--- config.mk ---
export PLATFORM = sky130hd
export DESIGN_NAME = sevenseg_scan_decoder_flat
export DESIGN_NICKNAME = d
export VERILOG_FILES = /design/src/rtl/sevenseg_scan_decoder_if.sv /design/src/rtl/sevenseg_scan_decoder.sv /design/src/flat_wrapper.sv
export SDC_FILE = /design/constraint.sdc
export NUM_CORES = 1
export LEC_CHECK = 0
export CORE_ASPECT_RATIO = 0.6
export CORE_UTILIZATION = 40
export CTS_CLUSTER_DIAMETER = 80
export DETAILED_ROUTE_END_ITERATION = 8
export SYNTH_ARGS = -nofsm -noshare
export SYNTH_HDL_FRONTEND = slang
export SYNTH_SLANG_ARGS = --single-unit
--- constraint.sdc ---
create_clock -name clk -period 3.2 [get_ports clk]
set_clock_uncertainty 0.2 [all_clocks]
set_input_delay 0.96 -clock clk [delete_from_list [all_inputs] [get_ports clk]]
set_output_delay 0.96 -clock clk [all_outputs]
set_load 0.01 [all_outputs]
--- src/rtl/sevenseg_scan_decoder_if.sv ---
// Multiplexed seven-segment display bus plus the recovered per-digit results.
// The display side drives an_in/seg_in; the decoder returns captures and pulses.
interface sevenseg_scan_decoder_if #(
   parameter int NDIG = 4
);
   logic [NDIG-1:0]   an_in;
   logic [6:0]        seg_in;
   logic [4*NDIG-1:0] bcd_out;
   logic [NDIG-1:0]   digit_valid;
   logic [NDIG-1:0]   digit_err;
   logic              cap_pulse;
   logic              frame_done;

   modport master (
      output an_in, seg_in,
      input  bcd_out, digit_valid, digit_err, cap_pulse, frame_done
   );

   modport slave (
      input  an_in, seg_in,
      output bcd_out, digit_valid, digit_err, cap_pulse, frame_done
   );
endinterface

--- src/rtl/sevenseg_scan_decoder.sv ---
// Recovers BCD digits from an active-low multiplexed seven-segment bus.
// Each digit is captured once after its {anode,segment} value holds steady.
module sevenseg_scan_decoder #(
   parameter int NDIG          = 4,
   parameter int STABLE_CYCLES = 4
) (
   input logic                 clk,
   input logic                 rst_n,
   sevenseg_scan_decoder_if.slave bus
);
   localparam int W  = NDIG + 7;
   localparam int CW = $clog2(STABLE_CYCLES + 1);
   localparam logic [CW-1:0] CNT_ONE = CW'(1);
   localparam logic [CW-1:0] CNT_MAX = CW'(STABLE_CYCLES);
   localparam logic [CW-1:0] CNT_CAP = CW'(STABLE_CYCLES - 1);

   typedef enum logic [1:0] {
      IDLE     = 2'd0,
      SETTLE   = 2'd1,
      CAPTURED = 2'd2
   } state_t;

   // Returns {err, code}; blank maps to F without error, unknown patterns to E with error.
   function automatic logic [4:0] decode_seg(input logic [6:0] seg);
      logic [4:0] r;
      case (seg)
         7'b0000001: r = 5'h00;
         7'b1001111: r = 5'h01;
         7'b0010010: r = 5'h02;
         7'b0000110: r = 5'h03;
         7'b1001100: r = 5'h04;
         7'b0100100: r = 5'h05;
         7'b0100000: r = 5'h06;
         7'b0001111: r = 5'h07;
         7'b0000000: r = 5'h08;
         7'b0000100: r = 5'h09;
         7'b1111111: r = 5'h0F;
         default:    r = 5'h1E;
      endcase
      return r;
   endfunction

   state_t            state_r;
   logic [W-1:0]      sync1_r;
   logic [W-1:0]      sync2_r;
   logic [W-1:0]      prev_r;
   logic [CW-1:0]     cnt_r;
   logic [NDIG-1:0]   seen_r;
   logic [4*NDIG-1:0] bcd_r;
   logic [NDIG-1:0]   valid_r;
   logic [NDIG-1:0]   err_r;
   logic              cap_pulse_r;
   logic              frame_done_r;

   logic [NDIG-1:0]   an_s;
   logic [NDIG-1:0]   hit_s;
   logic [NDIG-1:0]   full_s;
   logic [6:0]        seg_s;
   logic [4:0]        dec_s;
   logic              chg_s;
   logic              onehot_s;

   // The change flag compares s with its previous value, so a new s is seen one edge after it lands.
   assign an_s     = sync2_r[W-1:7];
   assign seg_s    = sync2_r[6:0];
   assign hit_s    = ~an_s;
   assign full_s   = seen_r | hit_s;
   assign chg_s    = (sync2_r != prev_r);
   assign onehot_s = $onehot(hit_s);
   assign dec_s    = decode_seg(seg_s);

   // Input synchronizer, change history and stability counter.
   always_ff @(posedge clk or negedge rst_n) begin
      if (!rst_n) begin
         sync1_r <= {W{1'b1}};
         sync2_r <= {W{1'b1}};
         prev_r  <= {W{1'b1}};
         cnt_r   <= '0;
      end else begin
         sync1_r <= {bus.an_in, bus.seg_in};
         sync2_r <= sync1_r;
         prev_r  <= sync2_r;
         if (chg_s) begin
            cnt_r <= CNT_ONE;
         end else if (cnt_r < CNT_MAX) begin
            cnt_r <= cnt_r + CNT_ONE;
         end else begin
            cnt_r <= cnt_r;
         end
      end
   end

   // Scan FSM with capture registers and frame tracking.
   always_ff @(posedge clk or negedge rst_n) begin
      if (!rst_n) begin
         state_r      <= IDLE;
         seen_r       <= '0;
         bcd_r        <= '0;
         valid_r      <= '0;
         err_r        <= '0;
         cap_pulse_r  <= 1'b0;
         frame_done_r <= 1'b0;
      end else begin
         cap_pulse_r  <= 1'b0;
         frame_done_r <= 1'b0;
         case (state_r)
            IDLE: begin
               state_r <= onehot_s ? SETTLE : IDLE;
            end
            SETTLE: begin
               if (chg_s) begin
                  state_r <= onehot_s ? SETTLE : IDLE;
               end else if (cnt_r == CNT_CAP) begin
                  state_r     <= CAPTURED;
                  cap_pulse_r <= 1'b1;
                  for (int i = 0; i < NDIG; i++) begin
                     if (hit_s[i]) begin
                        bcd_r[4*i +: 4] <= dec_s[3:0];
                        err_r[i]        <= dec_s[4];
                     end
                  end
                  valid_r <= valid_r | hit_s;
                  // The digit that completes a frame starts the next frame from empty.
                  if (&full_s) begin
                     seen_r       <= '0;
                     frame_done_r <= 1'b1;
                  end else begin
                     seen_r <= full_s;
                  end
               end else begin
                  state_r <= SETTLE;
               end
            end
            CAPTURED: begin
               if (chg_s) begin
                  state_r <= onehot_s ? SETTLE : IDLE;
               end else begin
                  state_r <= CAPTURED;
               end
            end
            default: begin
               state_r <= IDLE;
            end
         endcase
      end
   end

   assign bus.bcd_out     = bcd_r;
   assign bus.digit_valid = valid_r;
   assign bus.digit_err   = err_r;
   assign bus.cap_pulse   = cap_pulse_r;
   assign bus.frame_done  = frame_done_r;
endmodule
--- src/flat_wrapper.sv ---
// flat-port wrapper written by rule: the top's interface ports become plain ports
module sevenseg_scan_decoder_flat 
#(
   parameter int NDIG          = 4,
   parameter int STABLE_CYCLES = 4
)
  (clk, rst_n, bus_an_in, bus_seg_in, bus_bcd_out, bus_digit_valid, bus_digit_err, bus_cap_pulse, bus_frame_done);
  sevenseg_scan_decoder_if #(.NDIG(NDIG)) bus_i ();
  input logic clk;
  input logic rst_n;
  input wire logic [$bits(bus_i.an_in)-1:0] bus_an_in;
  input wire logic [$bits(bus_i.seg_in)-1:0] bus_seg_in;
  output wire logic [$bits(bus_i.bcd_out)-1:0] bus_bcd_out;
  output wire logic [$bits(bus_i.digit_valid)-1:0] bus_digit_valid;
  output wire logic [$bits(bus_i.digit_err)-1:0] bus_digit_err;
  output wire logic [$bits(bus_i.cap_pulse)-1:0] bus_cap_pulse;
  output wire logic [$bits(bus_i.frame_done)-1:0] bus_frame_done;
  assign bus_i.an_in = bus_an_in;
  assign bus_i.seg_in = bus_seg_in;
  assign bus_bcd_out = bus_i.bcd_out;
  assign bus_digit_valid = bus_i.digit_valid;
  assign bus_digit_err = bus_i.digit_err;
  assign bus_cap_pulse = bus_i.cap_pulse;
  assign bus_frame_done = bus_i.frame_done;
  sevenseg_scan_decoder #(.NDIG(NDIG), .STABLE_CYCLES(STABLE_CYCLES)) u_core (.clk(clk), .rst_n(rst_n), .bus(bus_i));
endmodule
==> flow_metrics.py <==
metrics = {
    "status": {
        "run_status": "finished, final reports clean",
    },
    "yosys": {
        "synthesis.instances": 183,
        "synth.net_count": 202,
        "ys_dominant_reg_cell": "sky130_fd_sc_hd__dfrtp_1",
        "synthDominantCellAreaShare_pct": 32.53,
        "synth_top_area_cell": "sky130_fd_sc_hd__dfrtp_1",
        "synthArstFlopShare_pct": 100.0,
        "synth_area_um2": 2693,
        "number_of_distinct_library_cell_variants_in_the_gate_level_netlist_after_synthesis": 42,
        "syn_area_per_cell_um2": 14.71,
        "synth_sequential_area_ratio_pct": 64.73,
        "yosysWarnings": 0,
        "synth_area_leaders": "sky130_fd_sc_hd__dfrtp_1 (33%), sky130_fd_sc_hd__dfstp_2 (32%), sky130_fd_sc_hd__mux2_2 (7.1%)",
        "ys_ff_latch": 68,
        "synth_enable_flop_cells": 0,
    },
    "placed_design": {
        "post-dp-hpwl_um": 3266,
        "placement.io_buffers": 38,
        "place_inst": 302,
        "gpl.final_weighted_congestion": 0.7278,
    },
    "grt": {
        "grt_use_total_pct": 16.27,
        "vias_in_the_first_global_route": 1652,
        "grt_max_degree": 41,
        "grt_overflow": 0,
        "grt_antenna_before_repair": 0,
        "first_pass_grt_wire_length_um": 8321,
    },
    "floorplan": {
        "die_y_um": 65.55,
        "design.die.area_um2": 7074,
        "placeableCoreArea_um2": 6304,
        "placementRows": 22,
        "die_x_um": 107.9,
        "initial_utilization_pct": 42.72,
        "io_pins": 39,
    },
    "critical_path": {
        "setup.worst_path.start_class": "register",
        "slowest_delay_ns": 0.61,
        "arrival_ns": 2.66,
        "worst-path-stages": 5,
        "critical_path.n_buffers_inverters": 0,
        "cell_with_the_largest_stage_delay_on_the_worst_path": "sky130_fd_sc_hd__dfstp_2",
        "r2r.worst_path.cells": 5,
        "cp_max_fo": 11,
        "delay_heaviest_family_cp": "simple AND/OR/NAND/NOR gates",
        "path_class": "register to register",
        "cells_traversed_along_the_worst_timing_path": "xor2_1 -> nor4_2 -> nand3_2 -> nor3_4 -> mux2_2",
        "crit_required_ns": 3.22,
        "critical_path.endpoint_type": "register",
    },
    "clock_tree": {
        "tritoncts": "built",
        "clk_root_buffer_cell": "sky130_fd_sc_hd__clkbuf_8",
        "post_cts_buffers": 0,
        "count_of_clock_tree_sinks": 68,
        "clk_latency_ns": 0.34,
        "clk_path_buf_depth": 2,
        "post_cts.resized_instances": 0,
        "post_cts_hold_buffer_count": 0,
        "clock_tree.htree_level_count": 3,
        "numCtsBuffers": 9,
        "worst_path_clk_slew_ns": 0.07,
    },
    "power_and_ir_drop": {
        "power_frac_seq_pct": 58.1,
        "cellLeakagePower_uw": 0.001455,
        "power.internal_uw": 1243,
        "p_sw_share_pct": 22.00,
        "clock_share_of_power_pct": 36.9,
        "total_power_uw": 1594,
        "power.density_nw_per_um2": 479.8,
        "irDropWorstVdd_mv": 0.2739,
        "switching_power_summed_over_all_nets_uw": 350.8,
        "combPwrFrac_pct": 5.0,
    },
    "routing": {
        "via_count": 1530,
        "routed_via_density": 4.811,
        "route.antenna.remaining_nets": 0,
        "routed_wl_um": 4807,
        "detailedRoute.firstPassIterationCount": 4,
        "dr.first_iter.drc_count": 64,
        "drc": 0,
        "wire_per_inst_um": 15.12,
    },
    "sta": {
        "grt_setup_unrepaired": "no",
        "fin_worst_hold_slack_ns": 0.1537,
        "maxSlewViolCount": 0,
        "report.final.setup_viol": 0,
        "max-slew-margin-rel_pct": 56.66,
        "hold_viol_final": 0,
        "final_critical_period_ns": 2.642,
        "worstMarginPinSlew_ns": 0.6501,
        "finalSetupTns_ns": 0,
        "fin_crit_sh_pct": 82.57,
        "maximum_clock_rate_mhz": 378.5,
    },
    "finish": {
        "area.growth.synth_to_final_pct": 23.37,
        "layout.nets": 248,
        "layout.cells.non_filler": 318,
        "finalCoreUtilization_pct": 52.70,
        "layout-drive-gt1-share_pct": 33.76,
        "num_antenna_cells": 0,
        "layout.filler_cells": 543,
    },
    "job": {
        "maxCapViolCount": 0,
    },
    "worst_hold_path": {
        "hp-class": "register to register",
        "worst_hold_path.num_cells": 0,
    },
}
[synthesized netlist by cell type, types with 2 or more instances]
master                     instances
sky130_fd_sc_hd__mux2_1            3
sky130_fd_sc_hd__mux2_2           17
sky130_fd_sc_hd__dfrtp_1          35
sky130_fd_sc_hd__nand3_1           2
sky130_fd_sc_hd__buf_6             2
sky130_fd_sc_hd__nor2_1            6
sky130_fd_sc_hd__a21oi_1           2
sky130_fd_sc_hd__ha_1              5
sky130_fd_sc_hd__inv_1             8
sky130_fd_sc_hd__nor3_4            4
sky130_fd_sc_hd__o21a_1            4
sky130_fd_sc_hd__dfstp_2          33
sky130_fd_sc_hd__nor3_1            3
sky130_fd_sc_hd__nand2_1           4
sky130_fd_sc_hd__nor4_2            2
sky130_fd_sc_hd__o211ai_1          2
sky130_fd_sc_hd__or2_2             6
sky130_fd_sc_hd__o21ai_0           6
sky130_fd_sc_hd__and3_1            2
sky130_fd_sc_hd__o22ai_1           2
sky130_fd_sc_hd__nor4_1            2
sky130_fd_sc_hd__xor2_1           11
sky130_fd_sc_hd__nor3b_1           3
[layer usage]
metal | up-vias | wire, um | track usage, %
met4 | 0 | 59 | 5.308
li1 | 727 | - | -
met3 | 5 | 252 | 7.639
met1 | 760 | 2492 | 22.46
met2 | 38 | 2003 | 22.36
met5 | - | 0 | 0
[power groups by stage]
stage	logic [uW]	registers [uW]	clock network, uW
2_1_floorplan	44.7	929	0
3_3_place_gp	80.6	939	0
3_5_place_dp	81.0	940	0
4_1_cts	81.8	926	612
5_1_grt	91.1	930	653
6_report	79.6	926	588
[through the flow]
step | area, um^2 | setup WS, ns
after detailed placement | 3162 | 0.5727
after global placement | 3162 | 0.5737
final | 3322 | 0.5577
after CTS | 3322 | 0.5634
after floorplan | 2693 | 0.8885
after global routing | 3322 | 0.4359
[cells by family after synthesis]
kind of cell / Yosys count / share of synthesized area [%]
adders and majority gates: 7 / 3.485
xor gates and xnor gates: 13 / 4.508
DFF: 68 / 64.73
buffers and inverters: 12 / 2.277
and+or+nand+nor: 43 / 11.76
muxes: 21 / 8.736
AOI/OAI and AO/OA: 19 / 4.508
[placed cells by master (no fill, tap or decap), types with 4 or more instances in the layout]
master	n
sky130_fd_sc_hd__clkbuf_1	6
sky130_fd_sc_hd__clkbuf_8	10
sky130_fd_sc_hd__clkdlybuf4s50_1	37
sky130_fd_sc_hd__dfrtp_1	35
sky130_fd_sc_hd__dfstp_2	33
sky130_fd_sc_hd__ha_1	5
sky130_fd_sc_hd__inv_1	8
sky130_fd_sc_hd__mux2_2	17
sky130_fd_sc_hd__nand2_1	4
sky130_fd_sc_hd__nor2_1	6
sky130_fd_sc_hd__nor3_4	4
sky130_fd_sc_hd__o21a_1	4
sky130_fd_sc_hd__o21ai_0	6
sky130_fd_sc_hd__or2_2	6
sky130_fd_sc_hd__xor2_1	11
[final timing paths]
check | start | slack (ns) | endpoint
max reg2reg | u_core.sync2_r[10]$_DFF_PN1_ | 0.56 | u_core.bus.bcd_out[11]$_DFFE_PN0P_
min in group asynchronous | rst_n | 0.45 | u_core.bus.bcd_out[7]$_DFFE_PN0P_
min reg2reg | u_core.sync1_r[9]$_DFF_PN1_ | 0.15 | u_core.sync2_r[9]$_DFF_PN1_
max | u_core.sync2_r[10]$_DFF_PN1_ | 0.56 | u_core.bus.bcd_out[11]$_DFFE_PN0P_
min | u_core.sync1_r[9]$_DFF_PN1_ | 0.15 | u_core.sync2_r[9]$_DFF_PN1_
max in group asynchronous | rst_n | 1.65 | u_core.sync1_r[9]$_DFF_PN1_
[sequential cells by signal, indices dropped and copies added, names as in the netlist]
register / flops
u_core.bus.frame_done: 1
u_core.prev_r: 11
u_core.bus.digit_valid: 4
u_core.bus.cap_pulse: 1
u_core.bus.digit_err: 4
u_core.cnt_r: 3
u_core.sync1_r: 11
u_core.seen_r: 4
u_core.sync2_r: 11
u_core.bus.bcd_out: 16
u_core.state_r: 2
[area by class of cell]
| cell class | count | area [um^2] | area share (%) |
|---|---|---|---|
| Timing Repair Buffer | 39 | 395.4 | 11.90 |
| Sequential cell | 68 | 1743 | 52.47 |
| Clock buffer | 16 | 160.2 | 4.821 |
| Multi-Input combinational cell | 103 | 888.4 | 26.74 |
| Tap cell | 84 | 105.1 | 3.164 |
| Inverter | 8 | 30.03 | 0.9040 |
Power figures use the tool's default switching activity.
